## config.mk

```make
export PLATFORM = sky130hd
export DESIGN_NAME = operand_sequencer
export DESIGN_NICKNAME = d
export VERILOG_FILES = /design/src/rtl/cpu_pkg.sv /design/src/rtl/operand_class.sv /design/src/rtl/operand_sequencer.sv
export SDC_FILE = /design/constraint.sdc
export NUM_CORES = 1
export LEC_CHECK = 0
export CORE_UTILIZATION = 46
export CTS_BUF_LIST = sky130_fd_sc_hd__clkbuf_16
export DETAILED_ROUTE_END_ITERATION = 6
export GPL_TIMING_DRIVEN = 0
export PLACE_DENSITY = 0.86
export SYNTH_ARGS = -nofsm -noshare
export SYNTH_HDL_FRONTEND = slang
export SYNTH_SLANG_ARGS = --single-unit
```

## constraint.sdc

```tcl
create_clock -name clk -period 2.26 [get_ports clk]
set_input_delay 0.452 -clock clk [delete_from_list [all_inputs] [get_ports clk]]
set_output_delay 0.452 -clock clk [all_outputs]
set_load 0.02 [all_outputs]
```

## src/rtl/cpu_pkg.sv

```systemverilog
// Shared CPU datapath definitions: opcode class ranges, class enum and operand sequencer states.
package cpu_pkg;

  localparam logic [4:0] TWO_LO   = 5'h04;
  localparam logic [4:0] TWO_HI   = 5'h0C;
  localparam logic [4:0] ONE_HI   = 5'h13;
  localparam logic [4:0] ONE_EXCL = 5'h0E;

  typedef enum logic [1:0] {
    NONE,
    ONE,
    TWO
  } op_class_t;

  typedef enum logic [2:0] {
    IDLE,
    FETCH1,
    LOAD1,
    FETCH2,
    LOAD2,
    DONE
  } state_t;

endpackage

```

## src/rtl/operand_class.sv

```systemverilog
// Combinational opcode-to-operand-count classifier, shared by the operand sender and receiver.
module operand_class
  import cpu_pkg::*;
(
  input  logic [4:0] opcode,
  output op_class_t  op_class
);

  always_comb begin
    op_class = NONE;
    if (opcode >= TWO_LO && opcode <= TWO_HI) begin
      op_class = TWO;
    end else if (opcode > TWO_HI && opcode <= ONE_HI && opcode != ONE_EXCL) begin
      op_class = ONE;
    end
  end

endmodule

```

## src/rtl/operand_sequencer.sv

```systemverilog
// Operand-load sequencer: fetches 0-2 operand bytes from a synchronous-read memory and strobes them out.
// Build option OPSEQ_PREFETCH_EN overlaps the second read with the first load.
module operand_sequencer
  import cpu_pkg::*;
#(
  parameter int DATA_W = 8,
  parameter int ADDR_W = 8
) (
  input  logic              clk,
  input  logic              rstn,
  input  logic              start,
  input  logic [4:0]        opcode,
  input  logic [ADDR_W-1:0] base_addr,
  output logic              mem_rd,
  output logic [ADDR_W-1:0] mem_addr,
  input  logic [DATA_W-1:0] mem_data,
  output logic [4:0]        op_out,
  output logic [DATA_W-1:0] dout,
  output logic              load,
  output logic              busy,
  output logic              done
);

  state_t            state_q, state_d;
  op_class_t         cls_q, cls_d;
  op_class_t         op_class;
  logic [4:0]        op_out_q, op_out_d;
  logic [ADDR_W-1:0] addr_q, addr_d;
  logic [ADDR_W-1:0] mem_addr_q, mem_addr_d;
  logic [DATA_W-1:0] dout_q, dout_d;
  logic [ADDR_W-1:0] addr_next;

  operand_class u_class (
    .opcode   (opcode),
    .op_class (op_class)
  );

  assign addr_next = addr_q + ADDR_W'(1);

  always_comb begin
    state_d    = state_q;
    cls_d      = cls_q;
    op_out_d   = op_out_q;
    addr_d     = addr_q;
    mem_addr_d = mem_addr_q;
    dout_d     = dout_q;
    mem_rd     = 1'b0;
    load       = 1'b0;
    done       = 1'b0;
    case (state_q)
      IDLE: begin
        if (start) begin
          op_out_d = opcode;
          addr_d   = base_addr;
          cls_d    = op_class;
          if (op_class == NONE) begin
            state_d = DONE;
          end else begin
            state_d    = FETCH1;
            mem_addr_d = base_addr;
          end
        end
      end
      FETCH1: begin
        mem_rd  = 1'b1;
        state_d = LOAD1;
`ifdef OPSEQ_PREFETCH_EN
        // Address for the overlapped second read must be in place during LOAD1.
        if (cls_q == TWO) mem_addr_d = addr_next;
`endif
      end
      LOAD1: begin
        load   = 1'b1;
        dout_d = mem_data;
`ifdef OPSEQ_PREFETCH_EN
        if (cls_q == TWO) begin
          mem_rd  = 1'b1;
          state_d = LOAD2;
        end else begin
          state_d = DONE;
        end
`else
        if (cls_q == TWO) begin
          state_d    = FETCH2;
          mem_addr_d = addr_next;
        end else begin
          state_d = DONE;
        end
`endif
      end
      FETCH2: begin
        mem_rd  = 1'b1;
        state_d = LOAD2;
      end
      LOAD2: begin
        load    = 1'b1;
        dout_d  = mem_data;
        state_d = DONE;
      end
      DONE: begin
        done    = 1'b1;
        state_d = IDLE;
      end
      default: state_d = IDLE;
    endcase
  end

  always_ff @(posedge clk or negedge rstn) begin
    if (!rstn) begin
      state_q    <= IDLE;
      cls_q      <= NONE;
      op_out_q   <= '0;
      addr_q     <= '0;
      mem_addr_q <= '0;
      dout_q     <= '0;
    end else begin
      state_q    <= state_d;
      cls_q      <= cls_d;
      op_out_q   <= op_out_d;
      addr_q     <= addr_d;
      mem_addr_q <= mem_addr_d;
      dout_q     <= dout_d;
    end
  end

  // Read data arrives in the load cycle itself, so it bypasses the hold register while load is high.
  assign dout     = load ? mem_data : dout_q;
  assign mem_addr = mem_addr_q;
  assign op_out   = op_out_q;
  assign busy     = (state_q != IDLE);

endmodule

```

==> run summary <==
outcome = finished clean
crit end category = output port
Final setup viols = 0
Clock Tree Root = clkbuf_16
worst r2r src = state_q[0]
Port Buf Inserts = 48
crit start category = register
max-cap check violation count = 0
# fillers = 268
Die Y = 61.2 um
cts hold-fix bufs = 0
Avg Cell Area, Syn = 9.90 um2
Yosys cell types = 35
Slew HR = 50.4%
Mapped Nets = 188
cells on worst reg2reg path = 4
Hold WC Path Type = primary input to async pin
GRT Resource Usage Total = 20.3%
Clk Latency, worst-skew pair = 0.27 ns
share of cells above drive strength 1 = 20.0%
Final ANT Viol Nets = 0
post-synthesis sequential area ratio = 52.7%
Post-synth EDFFs = 0
Sink Count = 34
FF-to-FF End = mem_addr[5]
DRT Pass-1 Iters = 4
half-perimeter wire length after placement = 2350 um
mux cell area share after synthesis = 11.8%
static leakage = 1.03 nW
crit-path cells = buf_6, nand2b_4, a21oi_4, buf_12, mux2_2, buf_2
final hold vios = 0
die area = 3750 um2
total routed wirelength = 3410 um
f_max = 0.447 GHz
row count = 21
maximum clock insertion buffer count = 2
Tcrit/Tclk final = 99.0%
CTS clk-pin slew, worst paths = 0.05 ns
critical path class = register to output port
commonest cells after routing, fill and taps aside = nand2_1, clkdlybuf4s50_1, dfrtp_1
Vias/cell = 5.05
Simple-Gate Fraction of Synth Area = 22.7%
largest stage delay on the critical path = 0.38 ns
Clk pwr share = 18.0%
max-slew violations = 0
leading area contributor after synthesis = dfrtp_1
worst ir drop on vdd = 0.653 mV
drt initial violations = 69
post-layout minimum cycle time = 2.24 ns
PD cells = 1490 nW/um2
commonest non-fill, non-tap cell in the layout = nand2_1
slowest stage cell, crit path = dfrtp_1
H-tree depth = 2
crit path DAT = 1.79 ns
Core Box Area = 3340 um2
Async S/R FF share, synth = 100%
Area contributors post-synth = dfrtp_1, nand2_1, mux2_2
synthesis-stage register bit count = 34
R2R setup slack = 0.37 ns
largest net degree at the start of global routing = 35
sw frac = 37.9%
Tightest Pin Transition = 0.743 ns
Syn Std Cell Area = 1610 um2
combinational power share = 50.4%
placement-stage cell area = 2150 um2
GPL Wtd Cong = 0.804
chip width = 61.2 um
CTS buffer count = 5
Initial Utilization = 48.4%
CTS tree = yes
largest family of logic cells by synthesized area = simple AND/OR/NAND/NOR gates
NetSw = 1.30 mW
cells after synthesis = 163
vias = 1,342
Antenna diodes = 0
Design Area, Final = 2300 um2
skew final = 0.00557 ns
top_reg_cell synth = dfrtp_1
total grt overflow = 0
DRC viols = 0
antenna violations before repair = 0
RSZ-0062 raised after global routing = yes
WP data required = 1.81 ns
Flop pwr share = 31.6%
Synth Area in Compound Gates = 7.44%
Power, Total = 3.44 mW
DR WL/cell = 12.8 um
Net count, final = 244
top cell type's share of synthesized area = 52.7%
crit-path max FO = 10
Int Pwr = 2.14 mW
yosys warns = 0
number of global-route vias before repair = 1,232
first-pass GRT wire length = 5410 um
area grow syn2layout = 42.7%
adder-cell share of the synthesized area = 0.775%
XOR/XNOR Fraction of Synth Area = 1.63%
io pins = 49
-- worst max path at each step --
| stage | from | endpoint | slack, ns |
|---|---|---|---|
| after global placement | state_q[2] | dout[6] | -0.24 |
| final | state_q[2] | dout[5] | 0.02 |
| after CTS | state_q[1] | dout[0] | 0.005 |
| after floorplan | state_q[2] | dout[0] | 0.23 |
| after global routing | state_q[2] | dout[5] | -0.03 |
| after detailed placement | state_q[2] | dout[0] | -0.27 |
-- sequential cells by signal, summed over array words and instances (netlist names) --
register  flops
dout_q        8
addr_q        8
state_q       3
op_out        5
cls_q         2
mem_addr      8
-- per-stage QoR --
stage	hold slack [ns]	std cells	util (%)	setup TNS (ns)	worst slack, ns
finish	0.241	266	69.0	0	0.0226
global route	0.314	266	69.0	-0.144	-0.0318
CTS	0.270	266	68.1	0	0.00475
detailed placement	0.461	257	64.3	-2.85	-0.271
global placement	0.445	257	64.5	-2.44	-0.241
floorplan	0.156	163	-	0	0.226
-- power by group through the flow --
stage          Sequential [mW]  Combinational [mW]  Clock [mW]
6_report                  1.09                1.73       0.620
5_1_grt                   1.13                1.89       0.661
4_1_cts                   1.09                1.68       0.640
3_5_place_dp              1.09                1.71           0
3_3_place_gp              1.08                1.67           0
2_1_floorplan             1.20               0.891           0
-- cell type report --
class | instances | area [um2] | share of cell area, %
clock inverter | 3 | 12.5 | 0.543
buffer | 7 | 40.0 | 1.74
timing repair buffer | 49 | 459 | 19.9
multi-input combinational | 120 | 751 | 32.6
tap | 46 | 57.6 | 2.50
sequential | 34 | 851 | 36.9
clock buffer | 5 | 125 | 5.43
inverter | 2 | 7.51 | 0.326
-- critical path: cells and delay by family, from the launching register on --
kind / cells / cell delay, ns
buf+inv: 3 / 0.45
mux: 1 / 0.34
compound gates: 1 / 0.17
flops: 1 / 0.38
simple gates: 1 / 0.16
-- metal layers --
metal,track usage (%),up-vias,share of wire (%)
met4,11.4,0,2.0
met1,24.3,618,41
met5,0,-,0
li1,-,665,-
met2,32.8,50,49
met3,5.88,9,8.2
-- timing repair --
item,4_1_cts,5_1_grt
resized for setup,34,7
setup buffers,1,0
pin swaps,1,1
setup endpoints to repair,9,9
-- kinds of logic (layout without fill, tap and decap cells) --
| kind of cell | after synthesis | count (layout) |
|---|---|---|
| buf+inv | 9 | 66 |
| compound gates | 18 | 18 |
| xor+xnor | 3 | 3 |
| flops | 34 | 34 |
| fa+ha+maj | 1 | 1 |
| simple gates | 81 | 81 |
| mux | 17 | 17 |
-- cells in the mapped netlist, drive strengths merged (3+ instances only) --
cell type / n
clkbuf: 3
nand2b: 3
nor2: 5
nand2: 53
dfrtp: 34
o21ai: 8
mux2: 16
nand3: 7
buf: 4
(Power assumes the default switching activity.)
==> variant 1, RTL diff (same flow settings) <==
Encoding of `state_t`: now one-hot (6 bits for 6 states).
--- a/src/rtl/cpu_pkg.sv
+++ b/src/rtl/cpu_pkg.sv
@@ -13,11 +13,11 @@
   } op_class_t;
 
-  typedef enum logic [2:0] {
-    IDLE,
-    FETCH1,
-    LOAD1,
-    FETCH2,
-    LOAD2,
-    DONE
+  typedef enum logic [5:0] {
+    IDLE   = 6'b000001,
+    FETCH1 = 6'b000010,
+    LOAD1  = 6'b000100,
+    FETCH2 = 6'b001000,
+    LOAD2  = 6'b010000,
+    DONE   = 6'b100000
   } state_t;
 
Check against the original RTL: same outputs for any inputs over 10 cycles, from zero or initial values and one cycle with rstn low; not proved beyond that.
==> variant 1 against the original RTL <==
The run now ends with setup timing left. Sequential power grew 8%. Count of clock-buffer cells in the layout did not move. Power rose by 3.6%. Worst hold slack better by 0.025 ns. Sequential cell count grew 3. Final area grew 19%. Wire length grew 36%. Non-clock buffer count increased by 12. Via count rose by 13%. Critical endpoint is now mem_addr[3]$_DFFE_PN0P_. Area after synthesis increased by 15%. Critical path type is now flop to flop. Setup slack got worse by 0.026 ns. Fmax down 1.1%.
==> variant 1: results (changes against the original RTL) <==
| Metric | Value |
|---|---|
| Met2 Use GR | `36.86% (was 32.76%)` |
| Synth unique cells | `36 (was 35)` |
| Vias in the first global route | `1,394 (was 1,232)` |
| Gr usage total | `22.43% (was 20.28%)` |
| Metal2 WL | `2357 µm (was 1672 µm)` |
| GR Util met3 | `7.118% (was 5.882%)` |
| Cells on worst reg2reg path | `6 (was 4)` |
| Max stage delay cell, worst path | `or4_4 (was dfrtp_1)` |
| Post-synthesis net count | `178 (was 188)` |
| Status | `complete, but fails checks (was finished, final reports clean)` |
| Avg Cell Area, Syn | `12.13 µm² (was 9.902 µm²)` |
| Failing checks | `setup timing` |
| Placed cells | `249 (was 257)` |
| GPL Wtd Cong | `0.7495 (was 0.8037)` |
| Compound-Gate Fraction of Synth Area | `8.564% (was 7.442%)` |
| Largest net degree at the start of global routing | `38 (was 35)` |
| Worst vdd ir | `0.0008340 V (was 0.0006526 V)` |
| First-pass GRT wire length | `7086 µm (was 5409 µm)` |
| Flop2flop setup slack | `-0.003 ns (was 0.37 ns)` |
| Grt met1 use | `28.07% (was 24.29%)` |
| XOR/XNOR Fraction of Synth Area | `2.360% (was 1.628%)` |
| Finished Layout Cells | `272 (was 266)` |
| Crit path largest cell delay | `0.55 ns (was 0.38 ns)` |
| Vias | `1,517 (was 1,342)` |
| DP HPWL | `2732 µm (was 2346 µm)` |
| Final worst setup slack | `-0.003192 ns (was 0.02264 ns)` |
| First drt pass iteration count | `5 (was 4)` |
| Leakage power | `1.178 nW (was 1.034 nW)` |
| Final setup vio count | `3 (was 0)` |
| Detailed Route WL | `4636 µm (was 3406 µm)` |
## variant 1: changes by cell type in the layout (fill, tap and decap cells not counted), sizes merged, moves of 3 or more
cell,change
a21oi,+5
buf,+16
clkbuf,-3
clkdlybuf4s50,-3
mux2,+16
nand2,-49
nor2b,+4
o21ai,+3
or3,+5
xnor2,+4
## variant 1: kinds of logic (layout without fill, tap and decap cells)
family,after synthesis,count (layout)
XOR/XNOR,5,5
multiplexers,32,32
buffers and inverters,9,79
AND/OR/NAND/NOR,44,44
adder cells (fa/ha/maj),1,1
AO/OA/AOI/OAI,25,26
flip-flops,37,37
## variant 1: metrics by stage
step | worst slack [ns] | hold slack (ns) | power, mW
6_report | -0.003192 | 0.2655 | 3.567
3_5_place_dp | -0.5032 | 0.4622 | 2.711
5_1_grt | -0.04205 | 0.3416 | 3.754
4_1_cts | 0.007822 | 0.2994 | 3.389
2_1_floorplan | 0.1332 | 0.1564 | 2.079
3_3_place_gp | -0.4661 | 0.4558 | 2.666
## variant 1: layout make-up
class	count	area share [%]
tap	48	2.186
clock buffer	5	4.554
multi-input combinational	108	34.74
inverter	4	0.5464
sequential	37	33.88
timing repair buffer	64	22.18
clock inverter	2	0.2732
buffer	4	1.639
## variant 1: power breakdown
| part | internal, mW | total (mW) | switching (mW) |
|---|---|---|---|
| combinational | 0.965 | 1.75 | 0.788 |
| clock | 0.394 | 0.634 | 0.240 |
| sequential | 0.969 | 1.18 | 0.212 |
## variant 1: what timing repair did
action | 4_1_cts | 5_1_grt
endpoints found under the hold margin | 0 | 0
gates cloned | 1 | 1
gates resized for setup | 54 | 24
pin swaps | 4 | 1
setup endpoints to repair | 20 | 19
setup buffers | 10 | 5
==> variant 2, RTL diff (same settings) <==
Made on the original files. Build with the macro `OPSEQ_PREFETCH_EN` defined.
--- a/src/rtl/operand_sequencer.sv
+++ b/src/rtl/operand_sequencer.sv
@@ -1,4 +1,6 @@
 // Operand-load sequencer: fetches 0-2 operand bytes from a synchronous-read memory and strobes them out.
 // Build option OPSEQ_PREFETCH_EN overlaps the second read with the first load.
+`define OPSEQ_PREFETCH_EN
+
 module operand_sequencer
   import cpu_pkg::*;
Formal check against the unedited RTL: not equivalent (a bounded check fails within 4 cycles, from zero or initial values and one cycle with rstn low).
==> variant 2 against the original RTL <==
Wire length is 10% higher. Critical endpoint unchanged. Sequential share of layout area hardly changed. Setup slack improved by 0.055 ns. Final area grew 0.16%. Fmax is 2.5% higher. Combinational power increased by 10%. Global-route usage increased by 3.2 points. Highest routed layer unchanged. Sequential cell count stayed put. Area after synthesis down 1.4%. Power grew 9.7%.
==> variant 2: results (changes against the original RTL) <==
| Metric | Value |
|---|---|
| Crit path max-delay family | `flip-flops (was buffers and inverters)` |
| Placed Area | `2122 µm² (was 2147 µm²)` |
| Max stage delay cell, worst path | `dfrtp_2 (was dfrtp_1)` |
| Worst Path Class, Setup | `flop to output port (unchanged)` |
| Initial antenna violation count | `0 (unchanged)` |
| Ant. Diodes | `0 (unchanged)` |
| Post-synthesis net count | `185 (was 188)` |
| TritonCTS Buffers | `5 (unchanged)` |
| Worst Path Arrival | `1.73 ns (was 1.79 ns)` |
| Layout cells sized above 1 | `21.10% (was 20.00%)` |
| First drt pass iteration count | `4 (unchanged)` |
| Clock slew at reported path FFs | `0.05 ns (about the same)` |
| PortBufs | `48 (unchanged)` |
| Asr flop ratio synth | `100.0% (unchanged)` |
| 1st-iter DRT viols | `36 (was 69)` |
| Post-placement worst setup slack | `-0.2693 ns (was -0.2709 ns)` |
| Detailed Route WL | `3757 µm (was 3406 µm)` |
| Clock Path Buffers | `2 (unchanged)` |
| Synth unique cells | `32 (was 35)` |
| R2R Path Start | `state_q[2]$_DFFE_PN0N_ (was state_q[0]$_DFFE_PN0N_)` |
| Post-synth top cells | `51 x nand2_1, 34 x dfrtp_1, 15 x mux2_2 (was 52 x nand2_1, 34 x dfrtp_1, 16 x mux2_2)` |
| Crit path largest cell delay | `0.47 ns (was 0.38 ns)` |
| Worst vdd ir | `0.0007574 V (was 0.0006526 V)` |
| Vias in the first global route | `1,307 (was 1,232)` |
| Synthesis Warnings | `0 (unchanged)` |
| Max_slew headroom | `49.73% (was 50.43%)` |
| Status | `finished, final reports clean (unchanged)` |
| Gr usage total | `23.44% (was 20.28%)` |
| Sequential element share of the synthesized area | `53.46% (was 52.71%)` |
| First-pass GRT wire length | `6072 µm (was 5409 µm)` |
| Clk root buf | `clkbuf_16 (unchanged)` |
| Crit Path Max Fanout | `9 (was 10)` |
| DP HPWL | `2474 µm (was 2346 µm)` |
| Worst clock skew | `0.005207 ns (was 0.005573 ns)` |
| Leakage power | `1.034 nW (about the same)` |
| GPL Wtd Cong | `0.8306 (was 0.8037)` |
| Hold Crit Class | `input pin to asynchronous set/reset pin (unchanged)` |
| Largest cells by area after synthesis | `dfrtp_1 53%, nand2_1 12%, mux2_2 11% (unchanged)` |
| Via-per-instance ratio | `5.179 (was 5.045)` |
| Setup crit start | `state_q[1]$_DFFE_PN0N_ (was state_q[2]$_DFFE_PN0N_)` |
| Largest net degree at the start of global routing | `35 (unchanged)` |
| Net Switching | `1.456 mW (was 1.304 mW)` |
| Clk_lat worst skew | `0.28 ns` |
| H-Tree Depth | `2 (unchanged)` |
| Final Net Count | `243 (was 244)` |
-- variant 2: cell types whose count changed after synthesis, sizes merged, moves of 2 or more --
cell   delta
nor3b     -2
a21oi     +4
nor2      +3
buf       -3
nand2     -2
-- variant 2: routing by layer --
layer	up-vias	part of all wire, %	track usage [%]
li1	658	-	-
met1	650	41	26.86
met2	43	52	41.29
met3	6	5.8	6.397
met4	0	1.5	9.740
met5	-	0	0
-- variant 2: final cells by class --
type / count / area, µm²
Multi-Input combinational cell: 118 / 735.7
Tap cell: 44 / 55.05
Timing Repair Buffer: 51 / 469.2
Sequential cell: 34 / 853.3
Clock buffer: 5 / 125.1
Buffer: 4 / 18.77
Fill cell: 249 / 870.8
Clock inverter: 2 / 33.78
Inverter: 4 / 16.27
-- variant 2: power by group through the flow --
stage                     Combinational, mW  Clock, mW  Sequential, mW
after floorplan                       0.996          0            1.23
after global placement                 1.83          0            1.11
after detailed placement               1.88          0            1.13
after CTS                              1.91      0.756            1.12
after global routing                   2.07      0.772            1.18
final                                  1.91      0.741            1.13
-- variant 2: worst paths after layout --
kind / slack (ns) / end / depth (start not counted)
hold / removal: 0.25 / op_out[3]$_DFFE_PN0P_ / 1
setup reg to reg: 0.27 / mem_addr[4]$_DFFE_PN0P_ / 6
setup / recovery: 0.08 / dout[5] / 5
max in group asynchronous: 1.49 / state_q[1]$_DFFE_PN0N_ / 1
min in group clk: 0.48 / cls_q[1]$_DFFE_PN0P_ / 2
hold reg to reg: 0.48 / cls_q[1]$_DFFE_PN0P_ / 2
-- variant 2: cell families (layout without fill, tap and decap cells) --
group                    count (synthesis)  after routing  share of synthesized area (%)
buffers and inverters                    8             66                          2.201
adder cells (fa/ha/maj)                  1              1                         0.7860
flip-flops                              34             34                          53.46
multiplexers                            16             16                          11.32
AND/OR/NAND/NOR                         77             77                          21.54
XOR/XNOR                                 3              3                          1.651
AO/OA/AOI/OAI                           21             21                          9.042
-- variant 2: through the flow --
stage	instances	util, %	setup TNS, ns
6_report	262	72.60	0
3_3_place_gp	252	66.93	-2.377
4_1_cts	262	72.36	0
2_1_floorplan	160	-	0
3_5_place_dp	252	66.77	-2.452
5_1_grt	262	72.60	0
-- variant 2: timing repair --
action                                  4_1_cts  5_1_grt
resized for setup                            39        2
pin swaps                                     1        0
cloned                                        0        0
setup buffers                                 3        0
endpoints found under the setup margin       10        9
hold endpoints to repair                      0        0
hold buffers                                  0        0
